## config.mk

```make
export PLATFORM = sky130hd
export DESIGN_NAME = alu_ctrl_unit_flat
export DESIGN_NICKNAME = d
export VERILOG_FILES = /design/src/rtl/alu_ctrl_pkg.sv /design/src/rtl/alu_ctrl_if.sv /design/src/rtl/alu_ctrl_decode.sv /design/src/rtl/alu_ctrl_unit.sv /design/src/flat_wrapper.sv
export SDC_FILE = /design/constraint.sdc
export NUM_CORES = 1
export LEC_CHECK = 0
export BUFFER_PORTS_ARGS = -buffer_cell sky130_fd_sc_hd__buf_2
export CAP_MARGIN = 20
export CORE_AREA = 2 2 39 41
export DETAILED_ROUTE_END_ITERATION = 8
export DIE_AREA = 0 0 41 43
export PLACE_DENSITY = 0.54
export RECOVER_POWER = 100
export SLEW_MARGIN = 25
export SYNTH_ARGS = -nofsm -noshare
export SYNTH_HDL_FRONTEND = slang
export SYNTH_SLANG_ARGS = --single-unit
export TNS_END_PERCENT = 100
```

## constraint.sdc

```tcl
create_clock -name iClk -period 0.8 [get_ports iClk]
set_input_delay 0.08 -clock iClk [delete_from_list [all_inputs] [get_ports iClk]]
set_output_delay 0.08 -clock iClk [all_outputs]
set_load 0.02 [all_outputs]
```

## src/rtl/alu_ctrl_pkg.sv

```systemverilog
// alu_ctrl_pkg
//   Shared encodings for the Execute-stage ALU control decoder: ALUOp
//   classes from the main control unit, the R-type funct codes that are
//   decoded, the 3-bit ALU operation select values, and the register reset
//   value.
package alu_ctrl_pkg;

  // ALUOp classes driven by the main control unit
  localparam logic [1:0] ALUOP_MEM   = 2'b00;  // load/store/addi
  localparam logic [1:0] ALUOP_BR    = 2'b01;  // beq/bne
  localparam logic [1:0] ALUOP_RTYPE = 2'b10;  // decode on funct
  localparam logic [1:0] ALUOP_RSVD  = 2'b11;  // reserved, always illegal

  // R-type funct field values (all six bits are significant)
  localparam logic [5:0] FUNCT_ADD = 6'b100000;
  localparam logic [5:0] FUNCT_SUB = 6'b100010;
  localparam logic [5:0] FUNCT_AND = 6'b100100;
  localparam logic [5:0] FUNCT_OR  = 6'b100101;
  localparam logic [5:0] FUNCT_SLT = 6'b101010;

  // ALU operation select. Codes 011/100/101 are never produced.
  typedef enum logic [2:0] {
    ALU_AND = 3'b000,
    ALU_OR  = 3'b001,
    ALU_ADD = 3'b010,
    ALU_SUB = 3'b110,
    ALU_SLT = 3'b111
  } alu_sel_e;

  // Value loaded into the select register while reset is asserted
  localparam alu_sel_e ALU_CTRL_RST = ALU_ADD;

  // Decoder result bundle
  typedef struct packed {
    alu_sel_e sel;
    logic     illegal;
  } alu_dec_t;

endpackage : alu_ctrl_pkg

```

## src/rtl/alu_ctrl_if.sv

```systemverilog
// alu_ctrl_if
//   Bundles the ALU control request (stall, funct, ALUOp) and the registered
//   response (ALU select, illegal flag).
//   master : the pipeline side driving the request and reading the response
//   slave  : the ALU control unit
interface alu_ctrl_if;
  import alu_ctrl_pkg::*;

  logic       iStall;    // hold the output registers
  logic [5:0] ifunct;    // instruction funct field
  logic [1:0] iALUOp;    // ALU operation class
  logic [2:0] oALUctrl;  // registered ALU operation select
  logic       oIllegal;  // registered undecodable-combination flag

  modport master (
    output iStall,
    output ifunct,
    output iALUOp,
    input  oALUctrl,
    input  oIllegal
  );

  modport slave (
    input  iStall,
    input  ifunct,
    input  iALUOp,
    output oALUctrl,
    output oIllegal
  );
endinterface : alu_ctrl_if

```

## src/rtl/alu_ctrl_decode.sv

```systemverilog
// alu_ctrl_decode
//   Purely combinational ALU control decode, reusable in any pipeline stage.
//   Ports:
//     ifunct   in  6  funct field
//     iALUOp   in  2  ALU operation class
//     oALUsel  out 3  ALU operation select
//     oIllegal out 1  combination is not decodable (select falls back to ADD)
module alu_ctrl_decode
  import alu_ctrl_pkg::*;
(
  input  logic [5:0] ifunct,
  input  logic [1:0] iALUOp,
  output logic [2:0] oALUsel,
  output logic       oIllegal
);

  alu_dec_t dec;

  always_comb begin
    dec.sel     = ALU_ADD;
    dec.illegal = 1'b0;
    case (iALUOp)
      ALUOP_MEM: dec.sel = ALU_ADD;
      ALUOP_BR:  dec.sel = ALU_SUB;
      ALUOP_RTYPE: begin
        // Full 6-bit compare: funct values outside the table are flagged
        // even if their low bits happen to match a legal code.
        case (ifunct)
          FUNCT_ADD: dec.sel = ALU_ADD;
          FUNCT_SUB: dec.sel = ALU_SUB;
          FUNCT_AND: dec.sel = ALU_AND;
          FUNCT_OR:  dec.sel = ALU_OR;
          FUNCT_SLT: dec.sel = ALU_SLT;
          default: begin
            dec.sel     = ALU_ADD;
            dec.illegal = 1'b1;
          end
        endcase
      end
      ALUOP_RSVD: begin
        dec.sel     = ALU_ADD;
        dec.illegal = 1'b1;
      end
      default: begin
        dec.sel     = ALU_ADD;
        dec.illegal = 1'b1;
      end
    endcase
  end

  assign oALUsel  = dec.sel;
  assign oIllegal = dec.illegal;

endmodule : alu_ctrl_decode

```

## src/rtl/alu_ctrl_unit.sv

```systemverilog
// alu_ctrl_unit
//   ALU control for the Execute stage: decodes ALUOp/funct and registers the
//   result so it lines up with the ID/EX boundary.
//   Ports:
//     iClk    in  1  clock, rising edge
//     iReset  in  1  asynchronous active-high reset (select=ADD, illegal=0)
//     bus     slave side of alu_ctrl_if (iStall, ifunct, iALUOp in;
//                                        oALUctrl, oIllegal out)
module alu_ctrl_unit
  import alu_ctrl_pkg::*;
(
  input logic       iClk,
  input logic       iReset,
  alu_ctrl_if.slave bus
);

  logic [2:0] dec_sel;
  logic       dec_illegal;

  logic [2:0] alu_ctrl_q, alu_ctrl_d;
  logic       illegal_q,  illegal_d;

  alu_ctrl_decode u_decode (
    .ifunct   (bus.ifunct),
    .iALUOp   (bus.iALUOp),
    .oALUsel  (dec_sel),
    .oIllegal (dec_illegal)
  );

  // Stall holds the previous result; the current inputs are dropped.
  always_comb begin
    alu_ctrl_d = alu_ctrl_q;
    illegal_d  = illegal_q;
    if (!bus.iStall) begin
      alu_ctrl_d = dec_sel;
      illegal_d  = dec_illegal;
    end
  end

  // Reset takes priority over stall and over any clock edge.
  always_ff @(posedge iClk or posedge iReset) begin
    if (iReset) begin
      alu_ctrl_q <= ALU_CTRL_RST;
      illegal_q  <= 1'b0;
    end else begin
      alu_ctrl_q <= alu_ctrl_d;
      illegal_q  <= illegal_d;
    end
  end

  assign bus.oALUctrl = alu_ctrl_q;
  assign bus.oIllegal = illegal_q;

endmodule : alu_ctrl_unit

```

## src/flat_wrapper.sv

```systemverilog
// flat-port wrapper written by rule: the top's interface ports become plain ports
module alu_ctrl_unit_flat import alu_ctrl_pkg::*;
  (iClk, iReset, bus_iStall, bus_ifunct, bus_iALUOp, bus_oALUctrl, bus_oIllegal);
  alu_ctrl_if bus_i ();
  input logic iClk;
  input logic iReset;
  input wire logic [$bits(bus_i.iStall)-1:0] bus_iStall;
  input wire logic [$bits(bus_i.ifunct)-1:0] bus_ifunct;
  input wire logic [$bits(bus_i.iALUOp)-1:0] bus_iALUOp;
  output wire logic [$bits(bus_i.oALUctrl)-1:0] bus_oALUctrl;
  output wire logic [$bits(bus_i.oIllegal)-1:0] bus_oIllegal;
  assign bus_i.iStall = bus_iStall;
  assign bus_i.ifunct = bus_ifunct;
  assign bus_i.iALUOp = bus_iALUOp;
  assign bus_oALUctrl = bus_i.oALUctrl;
  assign bus_oIllegal = bus_i.oIllegal;
  alu_ctrl_unit u_core (.iClk(iClk), .iReset(iReset), .bus(bus_i));
endmodule
```

Word-level counts from Yosys, hierarchy flattened
Cells that the tools add are included.
W data, S select, Z words.
- add/sub/neg operators: 0
- $mul: 0
- divide/modulo/power cells: 0
- $lt $le $gt $ge: 0
- equality and inequality tests: 8
- shifts and indexed selects: 0
- multiplexer cells: 4
- bitwise operators: 0
- reductions and logical operators: 3
- operator list (operator ; number):
    $eq A6 B6 Y1 const B ; 5
    $pmux W3 S4 ; 1
    $pmux W3 S3 ; 1
    $reduce_or A5 Y1 ; 1
    $eq A2 B2 Y1 const B ; 2
    $eq A2 B1 Y1 const B ; 1
    $logic_not A2 Y1 ; 1
    $pmux W1 S2 ; 1
    $reduce_or A2 Y1 ; 1
    $mux W1 ; 1
- bits in registers: 4
- bits in latches: 0
- bits in writable memories: 0
- memory bits (read-only): 0
- bits of input ports: 11
- logic and storage cells: 17
- memories kept: 0

Depth between registers and ports, before layout
- depth after elaboration: 4
- depth in mapped cells: 5
- mapped depth without buffers: 5

Cells and area by module
From an unflattened synthesis, not the netlist that was laid out.
- cells, all modules: 27
- area, all modules: 292.8 sq um
- by module, submodules not included (module ; instances ; cells an instance ; area each (sq um) ; sequential area each (sq um)):
    alu_ctrl_unit ; 1 ; 9 ; 150.1 ; 101.3
    alu_ctrl_decode ; 1 ; 18 ; 142.6 ; 0.0

Worst setup path before layout
OpenSTA, ideal clock, no wires.
- kind: input to register
- start: input bus_iALUOp[0]
- end: register u_core.alu_ctrl_q[2] (netlist: u_core.bus.oALUctrl[2])
- setup time: 0.135 ns
- arrival time: 0.799 ns
- slack: -0.133 ns
- stages: 5
- cells stage by stage: inv_1 -> ha_1 -> and3b_1 -> a311oi_1 -> a21oi_1
- word-level cells in the longest chain between the ends: 3
- elaborated cells between the ends (all ways): 6
- ends and longest elaborated chain (element ; line ; text):
    start, declared ; flat_wrapper.sv:9 ; input wire logic [$bits(bus_i.iALUOp)-1:0] bus_iALUOp;
    $eq A2 B2 Y1 or $logic_not A2 Y1 (tied branches) ; alu_ctrl_decode.sv:22 ; case (iALUOp)
    $reduce_or A2 Y1 (no line) ; -- ;
    $pmux W3 S3 * ; alu_ctrl_decode.sv:22 ;
    end signal, assigned ; alu_ctrl_unit.sv:46 ; alu_ctrl_q <= alu_ctrl_d;
    end, declared ; alu_ctrl_unit.sv:20 ; logic [2:0] alu_ctrl_q, alu_ctrl_d;
Every way passes the cells marked *; elsewhere a longest branch is shown, timed or not.
A chain may end at the register's enable or synchronous reset.

Final worst setup path
- start: register u_core.alu_ctrl_q[1] (netlist: u_core.bus.oALUctrl[1])
- end: output bus_oALUctrl[1]
- RTL lines (element ; line ; text):
    end, declared ; flat_wrapper.sv:10 ; output wire logic [$bits(bus_i.oALUctrl)-1:0] bus_oALUctrl;
No word-level cell between the ends.

==> flow_metrics.py <==
metrics = {
    "grt": {
        "antenna_found_initial": 0,
        "groute.usage.overall": 0.0750,
        "grt.overflow.total": 0,
        "grt_pass1_vias": 268,
        "grt_max_degree": 9,
        "grt_pass1_wl_um": 903,
    },
    "timing": {
        "rsz0062_at_grt": "true",
        "final_hold_viol_count": 0,
        "drv_slew": 0,
        "max_clock_freq_ghz": 1.06,
        "relSlewSlack": 0.791,
        "period_share": 1.18,
        "fin_hold_ws_ps": 93.2,
        "tightestPinTransition_ps": 310,
        "setup_slack_ps": -144,
        "finalSetupTns_ps": -228,
        "min_period_ps": 944,
        "setup_violations": 4,
        "fin_worst_skew_ps": 0,
    },
    "setup_path": {
        "cp_cell_sequence": "buf_6",
        "critical-path-max-stage-delay_ps": 520,
        "critical-path-top-delay-family": "flip-flops",
        "reg2reg_to": "u_core.bus.oALUctrl[1]",
        "worst_setup_path_start_kind": "register",
        "critical_path_class": "reg2out",
        "required_ps": 720,
        "reg2reg_from": "u_core.bus.oALUctrl[1]",
        "rrSetupSlack_ps": 10,
        "crit_buf_inv": 1,
        "r2r_cells": 2,
        "crit_path_end_kind": "output pin",
        "cp_slowest_cell": "dfstp_2",
        "crit_fanout": 2,
        "cp.arrival_ps": 860,
    },
    "drt": {
        "drc": 0,
        "drt_wl_total_um": 588,
        "vias": 296,
        "drtPass1Iterations": 2,
        "dr.first_iter.drc_count": 1,
        "avgRoutedWirePerCell_um": 8.28,
        "viasPerCell": 4.17,
        "drtAntennaViolNets": 0,
    },
    "synthesis": {
        "synth_area_leaders": "dfrtp_1, ha_1, dfstp_2, inv_1, o41ai_2",
        "syn_avg_cell_area_um2": 9.29,
        "synth-simple-area-share": 0.180,
        "async_flop_share": 1.00,
        "synth_ff_type": "dfrtp_1",
        "synth_common_cells": "inv_1, dfrtp_1, ha_1",
        "yosysTopAreaCell": "dfrtp_1",
        "yosysWarnings": 0,
        "seq_area_frac_synth": 0.331,
        "synth_xor_area_frac": 0,
        "synth_cell_types": 21,
        "synth_area_um2": 307,
        "synth_compound_area_frac": 0.237,
        "yosysMostFrequentCell": "inv_1",
        "synth_top_family_by_area": "compound AO/OA/AOI/OAI gates",
        "synth_top_area_share": 0.245,
        "synth_cells": 33,
        "ys_ff_latch": 4,
        "synth-edff-count": 0,
        "synth_mux_area_frac": 0.0327,
        "synthAdderAreaFrac": 0.122,
        "syn-num-nets": 47,
    },
    "die": {
        "die_w_um": 41,
        "die-area_um2": 1760,
        "initial_core_util": 0.222,
        "placeableCoreArea_um2": 1380,
        "num_rows": 14,
        "io_pins": 15,
        "die-height_um": 43,
    },
    "outcome": {
        "violations": "negative setup slack",
        "status": "finished, violations left",
    },
    "worst_hold_path": {
        "hold_start": "bus_iStall",
        "hold_end": "u_core.bus.oALUctrl[1]",
        "hp-class": "in2reg",
        "whs_path_depth": 2,
    },
    "clocking": {
        "cts_buffers": 3,
        "clock_path_buffers": 2,
        "clk_latency_ps": 240,
        "cts_root_buf": "clkbuf_4",
        "clk_pin_slew_ps": 30,
        "cts_tree": "built",
        "cts_sinks": 4,
        "h-tree-depth": 1,
        "cts_setup_buffers": 0,
    },
    "job": {
        "maxCapViolCount": 0,
    },
    "cells_and_area": {
        "num-nets-final": 70,
        "drive_gt1_frac": 0.491,
        "synthToLayoutAreaGrowth_pct": 62.9,
        "n_fill_cell": 152,
        "antenna_cells": 0,
    },
    "place": {
        "gp_congestion": 0.639,
        "portBuffers": 14,
        "pre_cts_ws_ps": -176,
        "dpl.hpwl_um": 524,
    },
    "pwr": {
        "leakage_nw": 0.250,
        "irDropWorstVdd_v": 0.000344,
        "cellPowerDensity_nw_per_um2": 1420,
    },
}
-- logic make-up (layout without fill, tap and decap cells) --
family,Yosys count,after routing
multiplexers,1,1
buffers and inverters,8,30
AO/OA/AOI/OAI,8,8
adder cells (fa/ha/maj),3,3
flip-flops,4,4
AND/OR/NAND/NOR,9,9
-- stage by stage --
step,power (mW),cells,instance area (um2),util
global placement,0.412,66,438,0.316
detailed placement,0.413,66,438,0.316
floorplan,0.332,33,322,-
CTS,0.733,71,499,0.361
finish,0.711,71,499,0.361
global route,0.760,71,499,0.361
-- final cells by class --
cell class | count | area (um2) | share of cell area
sequential | 4 | 101 | 0.203
tap | 16 | 20.0 | 0.0401
clock buffer | 4 | 26.3 | 0.0526
inverter | 7 | 28.8 | 0.0576
multi-input combinational | 21 | 188 | 0.376
timing repair buffer | 19 | 135 | 0.271
-- how the worst max path moves through the flow --
stage                                      start                endpoint  slack [ps]  depth (start not counted)
after floorplan           u_core.bus.oALUctrl[1]  u_core.bus.oALUctrl[1]         -20                          2
after detailed placement           bus_iALUOp[0]  u_core.bus.oALUctrl[2]        -180                          6
after CTS                 u_core.bus.oALUctrl[1]         bus_oALUctrl[1]        -160                          1
after global routing      u_core.bus.oALUctrl[1]         bus_oALUctrl[1]        -170                          1
final                     u_core.bus.oALUctrl[1]         bus_oALUctrl[1]        -140                          1
after global placement             bus_iALUOp[0]  u_core.bus.oALUctrl[2]        -170                          6
-- placed cells by master (no fill, tap or decap), types with 2 or more instances in the layout --
cell type / netlist / routed
buf_6: 0 / 4
nand2b_1: 2 / 2
inv_1: 7 / 6
ha_1: 3 / 2
buf_4: 0 / 4
buf_2: 0 / 10
dfrtp_1: 3 / 3
clkbuf_4: 0 / 3
nor2_1: 2 / 2
-- repair_timing --
action,in CTS,in global routing
hold buffers,1,0
resized for setup,8,0
endpoints found under the setup margin,4,5
endpoints found under the hold margin,4,0
-- registers in the layout, indices dropped and copies added, names as in the netlist --
name,count
u_core.bus.oIllegal,1
u_core.bus.oALUctrl,3
-- routing by layer --
layer  share of wire  track usage  up-vias
met5               0            0        -
met4               0       0.0600        0
met3           0.087       0.0209        0
met2            0.51        0.128        9
met1            0.40       0.0667      126
li1                -            -      161
-- power breakdown --
part           switching [mW]  internal [mW]  total [mW]  leakage [nW]
Sequential             0.0122          0.227       0.239        0.0481
Combinational          0.0946          0.105       0.199         0.187
Clock                  0.0856          0.187       0.273        0.0150
Total                   0.192          0.519       0.711         0.250
No activity file was read; power rests on OpenSTA's default activity.
